--- src/rtl/tx_frame_ctrl.sv ---
// rtl/tx_frame_ctrl.sv - transmit sequencer: preamble, per-bit FIFO fetch, modulator handshake
module tx_frame_ctrl #(
  parameter int LEN_W         = 11,
  parameter int PREAMBLE_BITS = 32,
  parameter int TIMEOUT       = 255
) (
  input  logic             inClock,
  input  logic             inReset,
  input  logic             inStart,
  input  logic [LEN_W-1:0] inFrameLen,
  input  logic             inAbort,
  input  logic             inFifoEmpty,
  input  logic             inFifoData,
  output logic             outFifoReadEnable,
  input  logic             inCoderReady,
  output logic             outCoderData,
  output logic             outCoderEmpty,
  output logic             outBusy,
  output logic             outDone,
  output logic             outUnderrun
);

  // Preamble counter must be able to hold PREAMBLE_BITS itself; +2 keeps the width >= 1 when it is 0.
  localparam int PRE_W = $clog2(PREAMBLE_BITS + 2);
  localparam int EMP_W = $clog2(TIMEOUT + 1);

  typedef enum logic [2:0] {
    IDLE,
    PREAMBLE,
    FETCH,
    LOAD,
    SEND,
    DONE
  } state_t;

  state_t           state, stateNext;
  logic [LEN_W-1:0] remCnt, remNext;
  logic [PRE_W-1:0] preCnt, preNext;
  logic [EMP_W-1:0] emptyCnt, emptyNext;
  logic             bitReg, bitNext;

  logic readEn, coderEmpty, coderData, done, underrun;

  // State and counter registers; reset returns to IDLE with everything cleared.
  always_ff @(posedge inClock) begin
    if (!inReset) begin
      state    <= IDLE;
      remCnt   <= '0;
      preCnt   <= '0;
      emptyCnt <= '0;
      bitReg   <= 1'b0;
    end else begin
      state    <= stateNext;
      remCnt   <= remNext;
      preCnt   <= preNext;
      emptyCnt <= emptyNext;
      bitReg   <= bitNext;
    end
  end

  // Next-state, counter updates and handshake outputs; abort and reset override last.
  always_comb begin
    stateNext  = state;
    remNext    = remCnt;
    preNext    = preCnt;
    emptyNext  = emptyCnt;
    bitNext    = bitReg;
    readEn     = 1'b0;
    coderEmpty = 1'b1;
    coderData  = 1'b0;
    done       = 1'b0;
    underrun   = 1'b0;

    case (state)
      IDLE: begin
        preNext   = '0;
        emptyNext = '0;
        if (inStart && (inFrameLen != '0)) begin
          remNext   = inFrameLen;
          stateNext = (PREAMBLE_BITS == 0) ? FETCH : PREAMBLE;
        end
      end
      PREAMBLE: begin
        coderEmpty = 1'b0;
        if (inCoderReady) begin
          preNext = preCnt + 1'b1;
          if ((preCnt + 1'b1) == PRE_W'(PREAMBLE_BITS)) begin
            stateNext = FETCH;
          end
        end
      end
      FETCH: begin
        if (!inFifoEmpty) begin
          readEn    = 1'b1;
          emptyNext = '0;
          stateNext = LOAD;
        end else if (emptyCnt == EMP_W'(TIMEOUT - 1)) begin
          underrun  = 1'b1;
          emptyNext = EMP_W'(TIMEOUT);
          stateNext = IDLE;
        end else begin
          emptyNext = emptyCnt + 1'b1;
        end
      end
      LOAD: begin
        bitNext   = inFifoData;
        stateNext = SEND;
      end
      SEND: begin
        coderEmpty = 1'b0;
        coderData  = bitReg;
        if (inCoderReady) begin
          remNext   = remCnt - LEN_W'(1);
          stateNext = (remCnt == LEN_W'(1)) ? DONE : FETCH;
        end
      end
      DONE: begin
        done      = 1'b1;
        stateNext = IDLE;
      end
      default: stateNext = IDLE;
    endcase

    // Abort wins over any same-cycle consumption or FIFO read: nothing advances.
    if (inAbort && (state != IDLE)) begin
      stateNext = IDLE;
      remNext   = remCnt;
      preNext   = preCnt;
      emptyNext = emptyCnt;
      bitNext   = bitReg;
      readEn    = 1'b0;
      done      = 1'b0;
      underrun  = 1'b0;
    end

    // While reset is held the outputs already show their idle values, so no read fires on the reset edge.
    if (!inReset) begin
      readEn     = 1'b0;
      coderEmpty = 1'b1;
      coderData  = 1'b0;
      done       = 1'b0;
      underrun   = 1'b0;
    end
  end

  assign outFifoReadEnable = readEn;
  assign outCoderEmpty     = coderEmpty;
  assign outCoderData      = coderData;
  assign outDone           = done;
  assign outUnderrun       = underrun;
  assign outBusy           = inReset && (state != IDLE);

endmodule

--- config.mk ---
export PLATFORM = sky130hd
export DESIGN_NAME = tx_frame_ctrl
export DESIGN_NICKNAME = d
export VERILOG_FILES = /design/src/rtl/tx_frame_ctrl.sv
export SDC_FILE = /design/constraint.sdc
export NUM_CORES = 1
export LEC_CHECK = 0
export ABC_CLOCK_PERIOD_IN_PS = 5960
export CORE_ASPECT_RATIO = 0.7
export CORE_MARGIN = 2
export CORE_UTILIZATION = 40
export CTS_CLUSTER_SIZE = 28
export DETAILED_ROUTE_END_ITERATION = 10
export GPL_TIMING_DRIVEN = 0
export PLACE_DENSITY = 0.68
export REMOVE_ABC_BUFFERS = 1
export SLEW_MARGIN = 10
export SYNTH_ARGS = -nofsm -noshare
export SYNTH_HDL_FRONTEND = slang
export SYNTH_SLANG_ARGS = --single-unit
--- constraint.sdc ---
create_clock -name inClock -period 5.96 [get_ports inClock]
set_clock_uncertainty 0.2 [all_clocks]
set_input_delay 1.192 -clock inClock [delete_from_list [all_inputs] [get_ports inClock]]
set_output_delay 1.192 -clock inClock [all_outputs]
set_load 0.02 [all_outputs]
Yosys cells after proc, flatten, opt, wreduce, memory -nomap -nowiden

Cells that the tools add are included.
W data, S select, Z words.

Register bits: 29
Latch bits: 0
Memory bits (writable): 0
Bits in read-only memories: 0
Output and inout bits: 6
Logic and storage cells: 71
Memories: 0

Add/sub/neg operators: 3
Multipliers: 0
Div/mod/pow operators: 0
$lt $le $gt $ge: 0
Equality and inequality tests: 13
Shift-type cells: 0
Mux-type cells: 32
Bitwise operators: 2
Reduce and logical (&&, ||, !) cells: 16

Operators with widths:

| kind                    | number |
|---|---|
| $mux W11                | 2 |
| $pmux W11 S2            | 1 |
| $mux W3                 | 7 |
| $mux W1                 | 16 |
| $mux W8                 | 2 |
| $pmux W8 S2             | 1 |
| $pmux W3 S5             | 1 |
| $pmux W6 S2             | 1 |
| $eq A11 B1 Y1 const B   | 1 |
| $reduce_bool A11 Y1     | 1 |
| $sub A11 B1 Y11 const B | 1 |
| $add A8 B1 Y8 const B   | 1 |
| $eq A8 B8 Y1 const B    | 1 |
| $ne A2 B2 Y1 const B    | 4 |
| $add A6 B1 Y6 const B   | 1 |
| $eq A3 B2 Y1 const B    | 2 |
| $eq A3 B3 Y1 const B    | 2 |
| $eq A6 B6 Y1 const B    | 1 |
| $mux W6                 | 1 |
| $reduce_bool A2 Y1      | 3 |
| $reduce_and A5 Y1       | 1 |
| $reduce_and A2 Y1       | 2 |
| $reduce_and A4 Y1       | 1 |
| $reduce_or A2 Y1        | 2 |
| 7 further kinds         | 10 |

Logic depth before layout (Yosys ltp)

Gate-level depths: netlist (run 1).

Depth after elaboration: 6
Mapped depth: 8
Mapped depth without buffers: 7

Least setup slack after synthesis (run 1)

No wires, ideal clock.

Path type: input to output
From: input port inAbort
To: output port outFifoReadEnable
Arrival: 2,133 ps
Data required time: 4,568 ps
Slack: 2,435 ps
Cell stages on the path: 3
Cells stage by stage: inv_1 -> o21ai_0 -> nor4_1

Cells in the longest elaborated chain, start to end: 3

Ends and longest elaborated chain:

| item                | line | source |
|---|---|---|
| start: declaration  | 11   | `input logic inAbort,` |
| $logic_and A1 B1 Y1 | 125  | `if (inAbort && (state != IDLE)) begin` |
| $mux W1             | 125  |  |
| $mux W1             | 137  | `if (!inReset) begin` |
| end: declaration    | 14   | `output logic outFifoReadEnable,` |

Every way passes these cells.

Worst setup path in the final report (run 1)

From: input port inReset
To: output port outFifoReadEnable

Cells in the longest elaborated chain, start to end: 1

Ends and longest elaborated chain:

| item               | line | source |
|---|---|---|
| start: declaration | 8    | `input logic inReset,` |
| $mux W1            | 137  |  |

Every way passes these cells.

==> results of run 1 <==
==> worst min-delay path by stage <==
stage                                          to  slack, ns  cells after the start
after CTS                 remCnt[10]$_SDFFE_PN0P_       0.26                      2
final                     remCnt[10]$_SDFFE_PN0P_       0.26                      2
after floorplan           remCnt[10]$_SDFFE_PN0P_       0.23                      2
after global routing       remCnt[7]$_SDFFE_PN0P_       0.29                      2
after global placement    remCnt[10]$_SDFFE_PN0P_       0.24                      2
after detailed placement  remCnt[10]$_SDFFE_PN0P_       0.26                      2
==> worst max-delay path, cell delays in order <==
cell	delay, ns
clkdlybuf4s50_1	0.87
o21ai_0	0.44
nor4_1	0.37
clkdlybuf4s50_1	0.67
==> metal layers <==
| layer | part of all wire | routed length (um) |
|---|---|---|
| met1 | 0.53 | 2490 |
| met2 | 0.41 | 1940 |
| met3 | 0.048 | 225 |
| met4 | 0.0089 | 42 |
| met5 | 0 | 0 |
==> synthesized netlist by cell type (all sizes together), types with 8 or more instances <==
library cell   n  area (um^2)
or3            9         56.3
nor3          18         90.1
o21ai         22          110
clkbuf        10         37.5
nor2          27          101
a21oi         30          150
inv            8         30.0
nand3         11         55.1
nand2         28          105
dfxtp         29          581
==> cell type report <==
| cell class | count | area (um^2) |
|---|---|---|
| tap | 55 | 68.8 |
| fill | 425 | 2180 |
| inverter | 8 | 30.0 |
| clock inverter | 1 | 30.0 |
| clock buffer | 7 | 86.3 |
| sequential | 29 | 581 |
| timing repair buffer | 23 | 230 |
| multi-input combinational | 206 | 1170 |
==> cells by family after synthesis <==
group / share of synthesized area
adders and majority gates: 0.0342
AOI/OAI and AO/OA: 0.263
muxes: 0.00547
buffers and inverters: 0.0410
xor gates and xnor gates: 0.00479
and+or+nand+nor: 0.334
DFF: 0.317
==> flip-flops by register name, indices dropped and copies added, names as in the netlist <==
name / cells
preCnt: 6
remCnt: 11
state: 3
emptyCnt: 8
bitReg: 1
==> where the power goes <==
part | internal, W | switching [W] | leakage [nW]
clock network | 0.000136 | 0.0000776 | 0.0585
registers | 0.000209 | 0.0000266 | 0.236
logic | 0.0000800 | 0.000106 | 0.457
total | 0.000425 | 0.000210 | 0.751
==> through the flow <==
stage	std cells	util	total power [W]	setup WS, ns	cell area, um^2
floorplan	243	-	0.000364	2.44	1790
global placement	321	0.476	0.000420	1.04	2080
detailed placement	321	0.476	0.000422	1.04	2080
CTS	329	0.503	0.000637	1.04	2200
global route	329	0.503	0.000678	0.974	2200
finish	329	0.503	0.000635	1.01	2200
==> results_dict.tcl, run 1 <==
set metrics [dict create \
    grt.total_usage 0.195 \
    fp-row-count 20 \
    synth-main-ff-cell "dfxtp_1" \
    met2_usage 0.268 \
    start_util 0.418 \
    drv_slew 0 \
    worstPathMaxFanout 15 \
    ant_nets 0 \
    cts_hold_buf 0 \
    outcome "complete, no violations" \
    port_buffers 23 \
    layout_commonest_cell "a21oi_1" \
    drtIter0Drc 193 \
    clockBufferDepth 2 \
    crit_arrival_ns 3.55 \
    dr.pass1.iters 4 \
    ys_async_sr_fraction 0 \
    place.detailed.hpwl_um 3350 \
    final_nets 296 \
    post_drt_wl_per_cell_um 14.3 \
    clock-sinks 29 \
    cts_tree "done" \
    cts_buffers 5 \
    ys_types 42 \
    cts.repair.resized 0 \
    fp.dieW_um 84.9 \
    diodes 0 \
    die_area_um2 5140 \
    end_kind "output port" \
    coreArea_um2 4380 \
    synth_cells 255 \
    fin_tns_setup_ns 0 \
    grt_pass1_vias 1629 \
    ff2ff_path_depth 7 \
    top_usage_layer "met1" \
    cap_violations 0 \
    use_met3 0.0395 \
    grt_pass1_wl_um 7890 \
    synth_edf_count 0 \
    synth_area_um2 1830 \
    drc 0 \
    timing.hold.ws_ns 0.263 \
    ys_seq_area_frac 0.317 \
    reg2reg_to "remCnt[10]$_SDFFE_PN0P_" \
    vias 1908 \
    final_hold_viol_count 0 \
    critPathKind "input port to output port" \
    synth_warnings 0 \
    reg2reg_from "remCnt[0]$_SDFFE_PN0P_" \
    period_needed_ns 4.95 \
    ir_drop_mv 0.195 \
    p_leak_nw 0.751 \
    critPathLaunchType "input port" \
    cts-root-buf "clkbuf_8" \
    max_freq_ghz 0.202 \
    fin_crit_sh 0.830 \
    slew_headroom 0.305 \
    overflow 0 \
    tightest_slew_ns 1.03 \
    setup_viol 0 \
    syn_to_final_growth_pct 20.2 \
    htreeDepth 2 \
    clkTransAtPathRegs_ns 0.07 \
    grt_max_degree 28 \
    r2r_slack_ns 3.47 \
    critPathRequiredTime_ns 4.57 \
    wl_um 4700 \
    syn_avg_cell_area_um2 7.18 \
    hold_class "register to register" \
    viasPerCell 5.80 \
    ys_ff_latch 29 \
    rsz0062_at_grt "no" \
    top_level_ports 24 \
    drive_above_1_share 0.0693 \
    startpoint "inReset" \
    hold_start "remCnt[10]$_SDFFE_PN0P_" \
    layout_common_cells "a21oi_1, dfxtp_1, nand2_1" \
    met1_usage 0.302 \
    gp_congestion 0.789 \
    power_density_nw_per_um2 289 \
    cts_setup_buffers 0 \
    antenna_found_initial 0 \
    die_h_um 60.6 \
    worstSkewPairLatency_ns 0.28 \
    endpoint "outFifoReadEnable" \
]
(Power assumes the default switching activity.)
==> inputs of run 2 (changes only) <==
--- a/config.mk
+++ b/config.mk
@@ -5,7 +5,7 @@
 export SDC_FILE = /design/constraint.sdc
 export NUM_CORES = 1
 export LEC_CHECK = 0
-export ABC_CLOCK_PERIOD_IN_PS = 5960
+export ABC_CLOCK_PERIOD_IN_PS = 4800
 export CORE_ASPECT_RATIO = 0.7
 export CORE_MARGIN = 2
 export CORE_UTILIZATION = 40
==> constraint.sdc (replaced) <==
create_clock -name inClock -period 4.8 [get_ports inClock]
set_clock_uncertainty 0.2 [all_clocks]
set_input_delay 0.96 -clock inClock [delete_from_list [all_inputs] [get_ports inClock]]
set_output_delay 0.96 -clock inClock [all_outputs]
set_load 0.02 [all_outputs]
==> results of run 2 <==
The final DEF is identical to that of run 1. Status: complete, no violations.
Among the figures that moved: setup slack after placement 1.04 ns -> 0.343 ns; setup slack after layout 1.01 ns -> 0.318 ns; register-to-register setup slack 3.47 ns -> 2.31 ns; total power 0.000635 W -> 0.000789 W; worst IR drop on VDD 0.195 mV -> 0.243 mV
==> inputs of run 3 (changes only) <==
--- a/config.mk
+++ b/config.mk
@@ -12,6 +12,7 @@
 export CTS_CLUSTER_SIZE = 28
 export DETAILED_ROUTE_END_ITERATION = 10
 export GPL_TIMING_DRIVEN = 0
+export MAX_ROUTING_LAYER = met4
 export PLACE_DENSITY = 0.68
 export REMOVE_ABC_BUFFERS = 1
 export SLEW_MARGIN = 10
==> results_dict.tcl, run 3 (synthesis results as in run 1) <==
set metrics [dict create \
    port_buffers 23 \
    final_nets 296 \
    top_level_ports 24 \
    outcome "complete, no violations" \
    p_leak_nw 0.751 \
    setup_viol 0 \
    drive_above_1_share 0.0693 \
    overflow 0 \
    layout_common_cells "a21oi_1, dfxtp_1, nand2_1" \
    gp_congestion 0.800 \
    cp_common_cell "clkdlybuf4s50_1" \
    end_kind "output port" \
    seq_area_um2 581 \
    cts_tree "done" \
    worst-path-buf-inv 2 \
    coreArea_um2 4380 \
    clockBufferDepth 2 \
    final_hold_viol_count 0 \
    postLayoutSetupSlackWorst_ns 0.294 \
    clock-sinks 29 \
    cts.repair.resized 0 \
    cap_violations 0 \
    fp-row-count 20 \
    cp_slowest_cell "clkdlybuf4s50_1" \
    grt_pass1_vias 1621 \
    cts_buffers 5 \
    critPathLaunchType "input port" \
    tightest_slew_ns 1.03 \
    ir_drop_mv 0.243 \
    critPathRequiredTime_ns 3.64 \
    met2_length_um 1940 \
    place.detailed.hpwl_um 3350 \
    period_needed_ns 4.51 \
    routedLengthMet1_um 2510 \
    fin_util 0.503 \
    ant_nets 0 \
    startpoint "inReset" \
    stdcell_count 329 \
    dp_slack_ns 0.343 \
    top_regs "remCnt (11), emptyCnt (8), preCnt (6)" \
    syn_to_final_growth_pct 20.2 \
    cts_hold_buf 0 \
    slew_headroom 0.308 \
    fp.dieW_um 84.9 \
    clkTransAtPathRegs_ns 0.07 \
    grt_max_degree 28 \
    worstSkewPairLatency_ns 0.28 \
    start_util 0.418 \
    top_register "remCnt" \
    reg2reg_from "state[0]$_SDFFE_PP0P_" \
    place_inst 321 \
    layout_commonest_cell "a21oi_1" \
    vias 1905 \
    cts-root-buf "clkbuf_8" \
    hold_start "remCnt[10]$_SDFFE_PN0P_" \
    worstPathMaxFanout 15 \
    grt.total_usage 0.202 \
    crit_path_max_incr_delay_ns 0.87 \
    fin_crit_sh 0.939 \
    viasPerCell 5.79 \
    dr.pass1.iters 4 \
    crit_chain "clkdlybuf4s50_1 > o21ai_0 > nor4_1 > clkdlybuf4s50_1" \
    diodes 0 \
    critPathKind "input port to output port" \
    drtIter0Drc 166 \
    maxUsedRoutingLayer "met4" \
    antenna_found_initial 0 \
    hold_class "register to register" \
    cts_setup_buffers 0 \
    fillers 425 \
    max_freq_ghz 0.222 \
    post_drt_wl_per_cell_um 14.3 \
    crit_arrival_ns 3.35 \
    die_h_um 60.6 \
    drc 0 \
    largest_reg_flops 11 \
    fin_tns_setup_ns 0 \
    multi_input_area_um2 1170 \
    die_area_um2 5140 \
    htreeDepth 2 \
    drv_slew 0 \
    met3_length_um 214 \
    power_density_nw_per_um2 358 \
    rsz0062_at_grt "no" \
    wl_um 4720 \
    grt_pass1_wl_um 7920 \
    critPathTopFamily "buffers and inverters" \
]
## run 3: metrics by stage
step	cell area, um^2	hold slack [ns]	power (W)
6_report	2200	0.262	0.000789
5_1_grt	2200	0.293	0.000843
4_1_cts	2200	0.264	0.000791
3_5_place_dp	2080	0.257	0.000524
3_3_place_gp	2080	0.244	0.000521
2_1_floorplan	1790	0.234	0.000451
## run 3: final timing paths
| kind | endpoint | slack, ns | cells past startpoint |
|---|---|---|---|
| max | outFifoReadEnable | 0.29 | 4 |
| min | remCnt[10]$_SDFFE_PN0P_ | 0.26 | 2 |
| max reg2reg | remCnt[1]$_SDFFE_PN0P_ | 2.29 | 5 |
| min reg2reg | remCnt[10]$_SDFFE_PN0P_ | 0.26 | 2 |
## run 3: layout make-up
cell class | count | share of cell area
inverters | 8 | 0.0136
clock inverters | 1 | 0.0136
clock buffers | 7 | 0.0392
repair buffers | 23 | 0.105
multi-input cells | 206 | 0.534
well taps | 55 | 0.0313
flip-flops and latches | 29 | 0.264
## run 3: power breakdown
part	switching, W	total (W)	internal, W
clock network	0.0000965	0.000266	0.000169
logic	0.000131	0.000230	0.0000993
registers	0.0000331	0.000293	0.000260
## run 3: worst register-to-register path, cell delays in order, from the launching register on
cell and delay [ns]:
dfxtp_1 0.70, nor3_1 0.19, nand4_1 0.13, nand3_1 0.59, a211oi_1 0.47, a211oi_1 0.08
## run 3: layer usage
metal / vias to the layer above / GRT usage
met3: 8 / 0.0463
met4: 0 / 0.0567
met5: - / -
met2: 44 / 0.268
met1: 881 / 0.303
li1: 972 / -
